$ cat src/rtl/bitonic_topk_pipe.sv
// bitonic_topk_pipe: fully pipelined bitonic sorter with valid/ready flow.
// One compare-exchange level per register stage. Each beat carries its own
// direction bit. The first TOPK ranked values leave together with their
// original input indices.
module bitonic_topk_pipe #(
   parameter int DATAWIDTH  = 8,
   parameter int DATALENGTH = 16,
   parameter int TOPK       = 4,
   parameter bit SIGNED     = 1'b0
) (
   input  logic                          clk_i,
   input  logic                          rstn_i,
   input  logic                          flush_i,
   input  logic                          valid_i,
   output logic                          ready_o,
   input  logic                          desc_i,
   input  logic [DATAWIDTH-1:0]          x_i [DATALENGTH],
   output logic                          valid_o,
   input  logic                          ready_i,
   output logic                          desc_o,
   output logic [DATAWIDTH-1:0]          y_o [TOPK],
   output logic [$clog2(DATALENGTH)-1:0] idx_o [TOPK],
   output logic                          busy_o
);

   localparam int IW     = $clog2(DATALENGTH);
   localparam int L      = IW;
   localparam int STAGES = L * (L + 1) / 2;

   typedef logic [DATAWIDTH-1:0] val_t;
   typedef logic [IW-1:0]        idx_t;

   // Stage register banks
   logic [STAGES-1:0] v_q;
   logic [STAGES-1:0] d_q;
   val_t              val_q [STAGES][DATALENGTH];
   idx_t              idx_q [STAGES][DATALENGTH];

   // Per-stage network inputs and compare-exchange results
   logic [STAGES-1:0] src_v;
   logic [STAGES-1:0] src_desc;
   val_t              src_val [STAGES][DATALENGTH];
   idx_t              src_idx [STAGES][DATALENGTH];
   val_t              ce_val  [STAGES][DATALENGTH];
   idx_t              ce_idx  [STAGES][DATALENGTH];

   logic [STAGES-1:0] adv;
   logic              accept;

   // True when element a must sit ahead of element b in the output order.
   // Equal values always put the lower original index first, so the order
   // is total and identical in both directions.
   function automatic logic ranks_first(input val_t a, input idx_t ia,
                                        input val_t b, input idx_t ib,
                                        input logic desc);
      logic gt;
      if (SIGNED) gt = ($signed(a) > $signed(b));
      else        gt = (a > b);
      if (a == b) return (ia < ib);
      return desc ? gt : ~gt;
   endfunction

   // Advance chain: a stage moves when it is empty or its successor moves.
   // The chain depends only on stage valids and ready_i, never on valid_i.
   always_comb begin
      logic a;
      // NOTE: every variable an always_comb writes gets a value before any
      // branch or loop, so no path can leave it holding state (no latch).
      a   = ready_i;
      adv = '0;
      for (int s = STAGES - 1; s >= 0; s--) begin
         a      = ~v_q[s] | a;
         adv[s] = a;
      end
   end

   assign ready_o = adv[0] & ~flush_i;
   assign accept  = valid_i & ready_o;

   // Network inputs: stage 0 takes the port vector tagged with indices 0..N-1.
   // Every later stage takes the register bank that precedes it.
   always_comb begin
      src_v       = '0;
      src_desc    = '0;
      src_v[0]    = accept;
      src_desc[0] = desc_i;
      for (int i = 0; i < DATALENGTH; i++) begin
         src_val[0][i] = x_i[i];
         src_idx[0][i] = idx_t'(i);
      end
      for (int s = 1; s < STAGES; s++) begin
         src_v[s]    = v_q[s-1];
         src_desc[s] = d_q[s-1];
         src_val[s]  = val_q[s-1];
         src_idx[s]  = idx_q[s-1];
      end
   end

   // Bitonic compare-exchange levels. The block size is k = 2^p and the
   // partner distance is j = 2^q. Stages are numbered in network order.
   // Sub-blocks with (i & k) == 0 put the higher-ranked element at the lower
   // position. Sub-blocks with (i & k) != 0 do the reverse.
   always_comb begin
      int   s;
      int   l;
      logic up;
      logic swap;
      s      = 0;
      l      = 0;
      up     = 1'b0;
      swap   = 1'b0;
      ce_val = src_val;
      ce_idx = src_idx;
      for (int p = 1; p <= L; p++) begin
         for (int q = p - 1; q >= 0; q--) begin
            for (int i = 0; i < DATALENGTH; i++) begin
               l = i ^ (1 << q);
               if (l > i) begin
                  up = (((i >> p) & 1) == 0);
                  if (up)
                     swap = ranks_first(src_val[s][l], src_idx[s][l],
                                        src_val[s][i], src_idx[s][i], src_desc[s]);
                  else
                     swap = ranks_first(src_val[s][i], src_idx[s][i],
                                        src_val[s][l], src_idx[s][l], src_desc[s]);
                  if (swap) begin
                     ce_val[s][i] = src_val[s][l];
                     ce_val[s][l] = src_val[s][i];
                     ce_idx[s][i] = src_idx[s][l];
                     ce_idx[s][l] = src_idx[s][i];
                  end
               end
            end
            s++;
         end
      end
   end

   // Stage registers: load on advance, hold otherwise; flush drops the valids
   always_ff @(posedge clk_i or negedge rstn_i) begin
      if (!rstn_i) begin
         v_q   <= '0;
         d_q   <= '0;
         // NOTE: the data and index banks are reset as well, so y_o and idx_o
         // read zero straight out of reset; the valid bits alone gate the flow.
         val_q <= '{default: '0};
         idx_q <= '{default: '0};
      end else begin
         // NOTE: non-blocking assignments, so every stage samples the
         // pre-edge value of its predecessor.
         for (int s = 0; s < STAGES; s++) begin
            if (flush_i)     v_q[s] <= 1'b0;
            else if (adv[s]) v_q[s] <= src_v[s];
            if (adv[s]) begin
               d_q[s]   <= src_desc[s];
               val_q[s] <= ce_val[s];
               idx_q[s] <= ce_idx[s];
            end
         end
      end
   end

   // Output view of the last stage: only the leading TOPK ranks leave
   always_comb begin
      valid_o = v_q[STAGES-1];
      desc_o  = d_q[STAGES-1];
      busy_o  = |v_q;
      for (int k = 0; k < TOPK; k++) begin
         y_o[k]   = val_q[STAGES-1][k];
         idx_o[k] = idx_q[STAGES-1][k];
      end
   end

endmodule

$ cat config.mk
export PLATFORM = sky130hd
export DESIGN_NAME = bitonic_topk_pipe
export DESIGN_NICKNAME = d
export VERILOG_FILES = /design/src/rtl/bitonic_topk_pipe.sv
export SDC_FILE = /design/constraint.sdc
export NUM_CORES = 2
export LEC_CHECK = 0
export CAP_MARGIN = 5
export CORE_MARGIN = 2
export CORE_UTILIZATION = 60
export DETAILED_ROUTE_END_ITERATION = 10
export PLACE_DENSITY_LB_ADDON = 0.15
export SLEW_MARGIN = 20
export SYNTH_ARGS = -nofsm -noshare
export SYNTH_HDL_FRONTEND = slang
export SYNTH_SLANG_ARGS = --single-unit
export TNS_END_PERCENT = 5
$ cat constraint.sdc
create_clock -name clk_i -period 7 [get_ports clk_i]
set_clock_uncertainty 0.2 [all_clocks]
set_input_delay 2.1 -clock clk_i [delete_from_list [all_inputs] [get_ports clk_i]]
set_output_delay 2.1 -clock clk_i [all_outputs]
set_load 0.02 [all_outputs]
== Word-level counts from Yosys, hierarchy flattened ==
Cells that the tools add are included.

* Bits in registers: 1412
* Bits of input ports: 134
* Output and inout port bits: 52
* Word-level logic and storage cells: 990

* Order comparisons: 120
* Equality and inequality tests: 64
* Mux-type cells: 456
* Bitwise logic cells: 87
* Reductions and logical operators: 11

{| class="wikitable"
|+ Operators by type and width
! cell !! count
|-
| $mux W8 || 82
|-
| $eq A8 B8 Y1 || 64
|-
| $gt A8 B8 Y1 || 64
|-
| $mux W16 || 26
|-
| $mux W1 || 276
|-
| $mux W4 || 64
|-
| $lt A4 B4 Y1 || 56
|-
| $not A1 Y1 || 75
|-
| $mux W5 || 8
|-
| $reduce_bool A2 Y1 || 10
|-
| $or A1 B1 Y1 || 10
|-
| $reduce_or A10 Y1 || 1
|-
| $and A1 B1 Y1 || 2
|}

== Depth between registers and ports, before layout ==
* Word-level depth: 15
* Mapped depth: 12
* Depth with buffers taken out: 9

== Worst setup path before layout ==
OpenSTA, ideal clock, no wires.

* Path kind: input-to-output
* From: input port ready_i
* To: output port ready_o
* Arrival: 3820 ps
* Setup slack: 880 ps
* Stages on the path: 11
* Cells stage by stage: and2b_1 nand2_2 nor3_2 and3_1 buf_2 and2_1 buf_4 buf_6 buf_4 buf_4 nor2_1

* Cells in the longest elaborated chain, start to end: 11

{| class="wikitable"
|+ RTL lines
! item !! RTL line !! source
|-
| start: declaration || 19 || <nowiki>input logic ready_i,</nowiki>
|-
| $or A1 B1 Y1 (10 in series) || 72 || <nowiki>a = ~v_q[s] | a;</nowiki>
|-
| $and A1 B1 Y1 || 77 || <nowiki>assign ready_o = adv[0] & ~flush_i;</nowiki>
|-
| end: declaration || 15 || <nowiki>output logic ready_o,</nowiki>
|}

No other way between the ends.

== Final worst setup path ==
Ends and elaborated chain as after synthesis.

==> flow_metrics.py <==
metrics = {
    "route": {
        "drt-pass1-iter-count": 6,
        "via_per_inst": 5.990,
        "routed_wl_um": 206700,
        "drc": 0,
        "first_iter_violations": 4995,
        "vias": 58440,
        "ant_nets": 0,
        "avgRoutedWirePerCell_um": 21.19,
    },
    "power": {
        "switchingPower_mw": 18.56,
        "internal_power_mw": 25.24,
        "power_frac_seq_pct": 35.1,
        "p_per_area_nw_per_um2": 523.7,
        "swShare_pct": 42.38,
        "cellLeakagePower_nw": 40.98,
        "power_frac_comb_pct": 46.3,
        "power.share.clock_pct": 18.7,
        "peakVddDrop_mv": 0.3250,
    },
    "sta": {
        "setup_violations": 0,
        "rsz0062_at_grt": "false",
        "tightest_slew_ns": 1.104,
        "max_freq_mhz": 144.9,
        "finalCritPeriodShare_pct": 98.60,
        "maxSlewViolCount": 0,
        "fin_crit_ns": 6.902,
        "hold_viol_final": 0,
        "slew_headroom_pct": 26.40,
    },
    "die": {
        "die_w_um": 357.9,
        "io_pins": 186,
        "rows": 129,
        "initial_core_util_pct": 60.61,
        "fp.dieArea_um2": 128100,
        "core-area_um2": 124000,
        "die_y_um": 357.9,
    },
    "hold_path": {
        "hp-class": "reg2reg",
        "holdPathStages": 2,
        "min_from": "idx_q[442]$_DFFE_PN0P_",
    },
    "worst_setup_path": {
        "startpoint_type": "primary input",
        "cp-end-kind": "output pin",
        "crit_type": "in2out",
        "timing.rr.start": "v_q[9]$_DFFE_PN0P_",
        "worstPathArrival_ns": 4.60,
        "r2r_slack_ns": 3.03,
        "endpoint": "ready_o",
        "reg2reg_to": "idx_q[522]$_DFFE_PN0P_",
        "max_stage_delay_ns": 0.59,
        "crit_chain": "clkdlybuf4s50_1 -> and2b_1 -> nand2_2 -> nor3_4 -> and3_2 -> and2_4 -> nor2_2 -> buf_4 -> clkdlybuf4s50_1",
        "critPathLaunch": "ready_i",
        "cpMaxStageDelayCell": "clkdlybuf4s50_1",
        "cp.required_ns": 4.70,
        "cpMostUsedCell": "clkdlybuf4s50_1",
        "cp_max_fo": 3,
        "r2r_cells": 8,
    },
    "yosys": {
        "synth_cells": 8012,
        "synth-seq-cells": 1295,
        "synth.distinct_cells": 65,
        "async_flop_share_pct": 100.0,
        "syn_area_per_cell_um2": 9.377,
        "synth_area_leaders": "dfrtp_1, mux2i_1, ha_1",
        "ys.flop_type": "dfrtp_1",
        "syn-num-nets": 8757,
        "syn_area_um2": 75130,
        "synth_edf_count": 0,
        "synth_top_area_cell": "dfrtp_1",
        "ys_seq_area_share_pct": 43.13,
        "yosys_warnings": 0,
        "yosysTopAreaCellShare_pct": 43.13,
    },
    "clocking": {
        "clk_pin_slew_ns": 0.06,
        "cts_resized": 1,
        "clkLatencyLatePin_ns": 0.79,
        "cts_buffers": 142,
        "post-cts-setup-buffers": 0,
        "cts_sinks": 1295,
        "cts-root-buf": "clkbuf_16",
        "cts_tree": "built",
        "h-tree-depth": 4,
        "hold_buffers": 0,
        "cts_max_path_buffers": 3,
    },
    "global_routing": {
        "grt_overflow": 0,
        "grt_pass1_wl_um": 320700,
        "grt.total_usage_pct": 32.37,
        "antenna_found_initial": 1,
        "grt_max_degree": 239,
        "grt_pass1_vias": 55830,
    },
    "final_layout": {
        "fin_nets": 8748,
        "final_cell_area_um2": 83650,
        "stdcell_count": 9756,
        "drive_gt1_share_pct": 6.196,
        "most-common-layout-cells": "dfrtp_1, nor2_1, a21oi_1, mux2i_1, inv_1",
        "syn2layout_area_growth_pct": 11.33,
        "utilization_pct": 67.48,
        "layout_commonest_cell": "dfrtp_1",
    },
    "place": {
        "place_congestion": 0.9745,
        "placed_area_um2": 78430,
        "hpwl_um": 157600,
        "placed_cells": 9494,
        "portBuffers": 185,
    },
    "run": {
        "cap_violations": 0,
    },
    "outcome": {
        "status": "finished, final reports clean",
    },
}
==> power by group through the flow <==
stage / Sequential [mW] / Clock, mW / Combinational [mW]
after floorplan: 13.3 / 0 / 15.0
after global placement: 15.2 / 0 / 19.1
after detailed placement: 15.4 / 0 / 20.0
after CTS: 15.2 / 8.27 / 20.1
after global routing: 15.6 / 8.58 / 22.5
final: 15.4 / 8.18 / 20.3
==> per-stage QoR <==
step / hold slack [ns] / TNS, ns / power [mW] / setup slack [ns]
after detailed placement: 0.2737 / -0.1763 / 35.34 / -0.1763
final: 0.2844 / 0 / 43.80 / 0.09784
after global placement: 0.2701 / -0.1842 / 34.35 / -0.1842
after global routing: 0.3124 / 0 / 46.70 / 0.05160
after floorplan: 0.2498 / 0 / 28.29 / 0.8804
after CTS: 0.2872 / 0 / 43.66 / 0.06799
==> state kept, by name, indices dropped and copies added, names as in the netlist <==
register	count
idx_o	16
v_q	10
idx_q	331
src_val	896
d_q	10
y_o	32
==> how the worst min path moves through the flow <==
| stage | endpoint |
|---|---|
| after floorplan | idx_q[442]$_DFFE_PN0P_ |
| after detailed placement | idx_q[442]$_DFFE_PN0P_ |
| final | idx_q[442]$_DFFE_PN0P_ |
| after CTS | idx_q[442]$_DFFE_PN0P_ |
| after global placement | idx_q[442]$_DFFE_PN0P_ |
| after global routing | idx_q[446]$_DFFE_PN0P_ |
==> layer usage <==
metal	vias up	global-route usage, %	share of wire [%]
met5	-	0	0
met4	0	14.44	4.8
met3	405	4.229	5.5
met2	1644	51.81	46
met1	28540	44.24	43
li1	27850	-	-
==> logic make-up (layout without fill, tap and decap cells) <==
logic type | after synthesis | count (layout) | share of synthesized area [%]
XOR/XNOR | 6 | 6 | 0.06995
flip-flops | 1295 | 1295 | 43.13
AND/OR/NAND/NOR | 1973 | 1973 | 11.25
buffers and inverters | 1089 | 1195 | 5.804
adder cells (fa/ha/maj) | 611 | 611 | 10.18
other | 0 | 1 | 0
multiplexers | 1137 | 1137 | 15.26
AO/OA/AOI/OAI | 1901 | 1901 | 14.30
==> worst max-delay path, delay by kind of cell <==
kind	cells	cell delay, ns
buf+inv	3	1.28
simple gates	6	1.20
==> layout make-up <==
class | count | area (um^2)
fillers | 9834 | 40310
multi-input cells | 5628 | 38790
flip-flops and latches | 1295 | 32410
clock buffers | 205 | 4259
repair buffers | 278 | 2804
inverters | 658 | 2470
well taps | 1637 | 2048
clock inverters | 54 | 869.6
diodes | 1 | 2.502
==> Yosys cell counts, types with 31 or more instances <==
master / instances
a211oi_1: 64
a21oi_1: 1113
a221o_1: 48
a22oi_1: 41
buf_2: 106
buf_4: 31
clkbuf_1: 261
dfrtp_1: 1295
ha_1: 611
inv_1: 657
mux2_2: 54
mux2i_1: 1068
nand2_1: 413
nand2b_1: 86
nand3_1: 63
nand4_1: 120
nor2_1: 1125
nor3_1: 34
o21ai_0: 376
o21bai_1: 38
or2_2: 38
No activity file was read; power rests on OpenSTA's default activity.
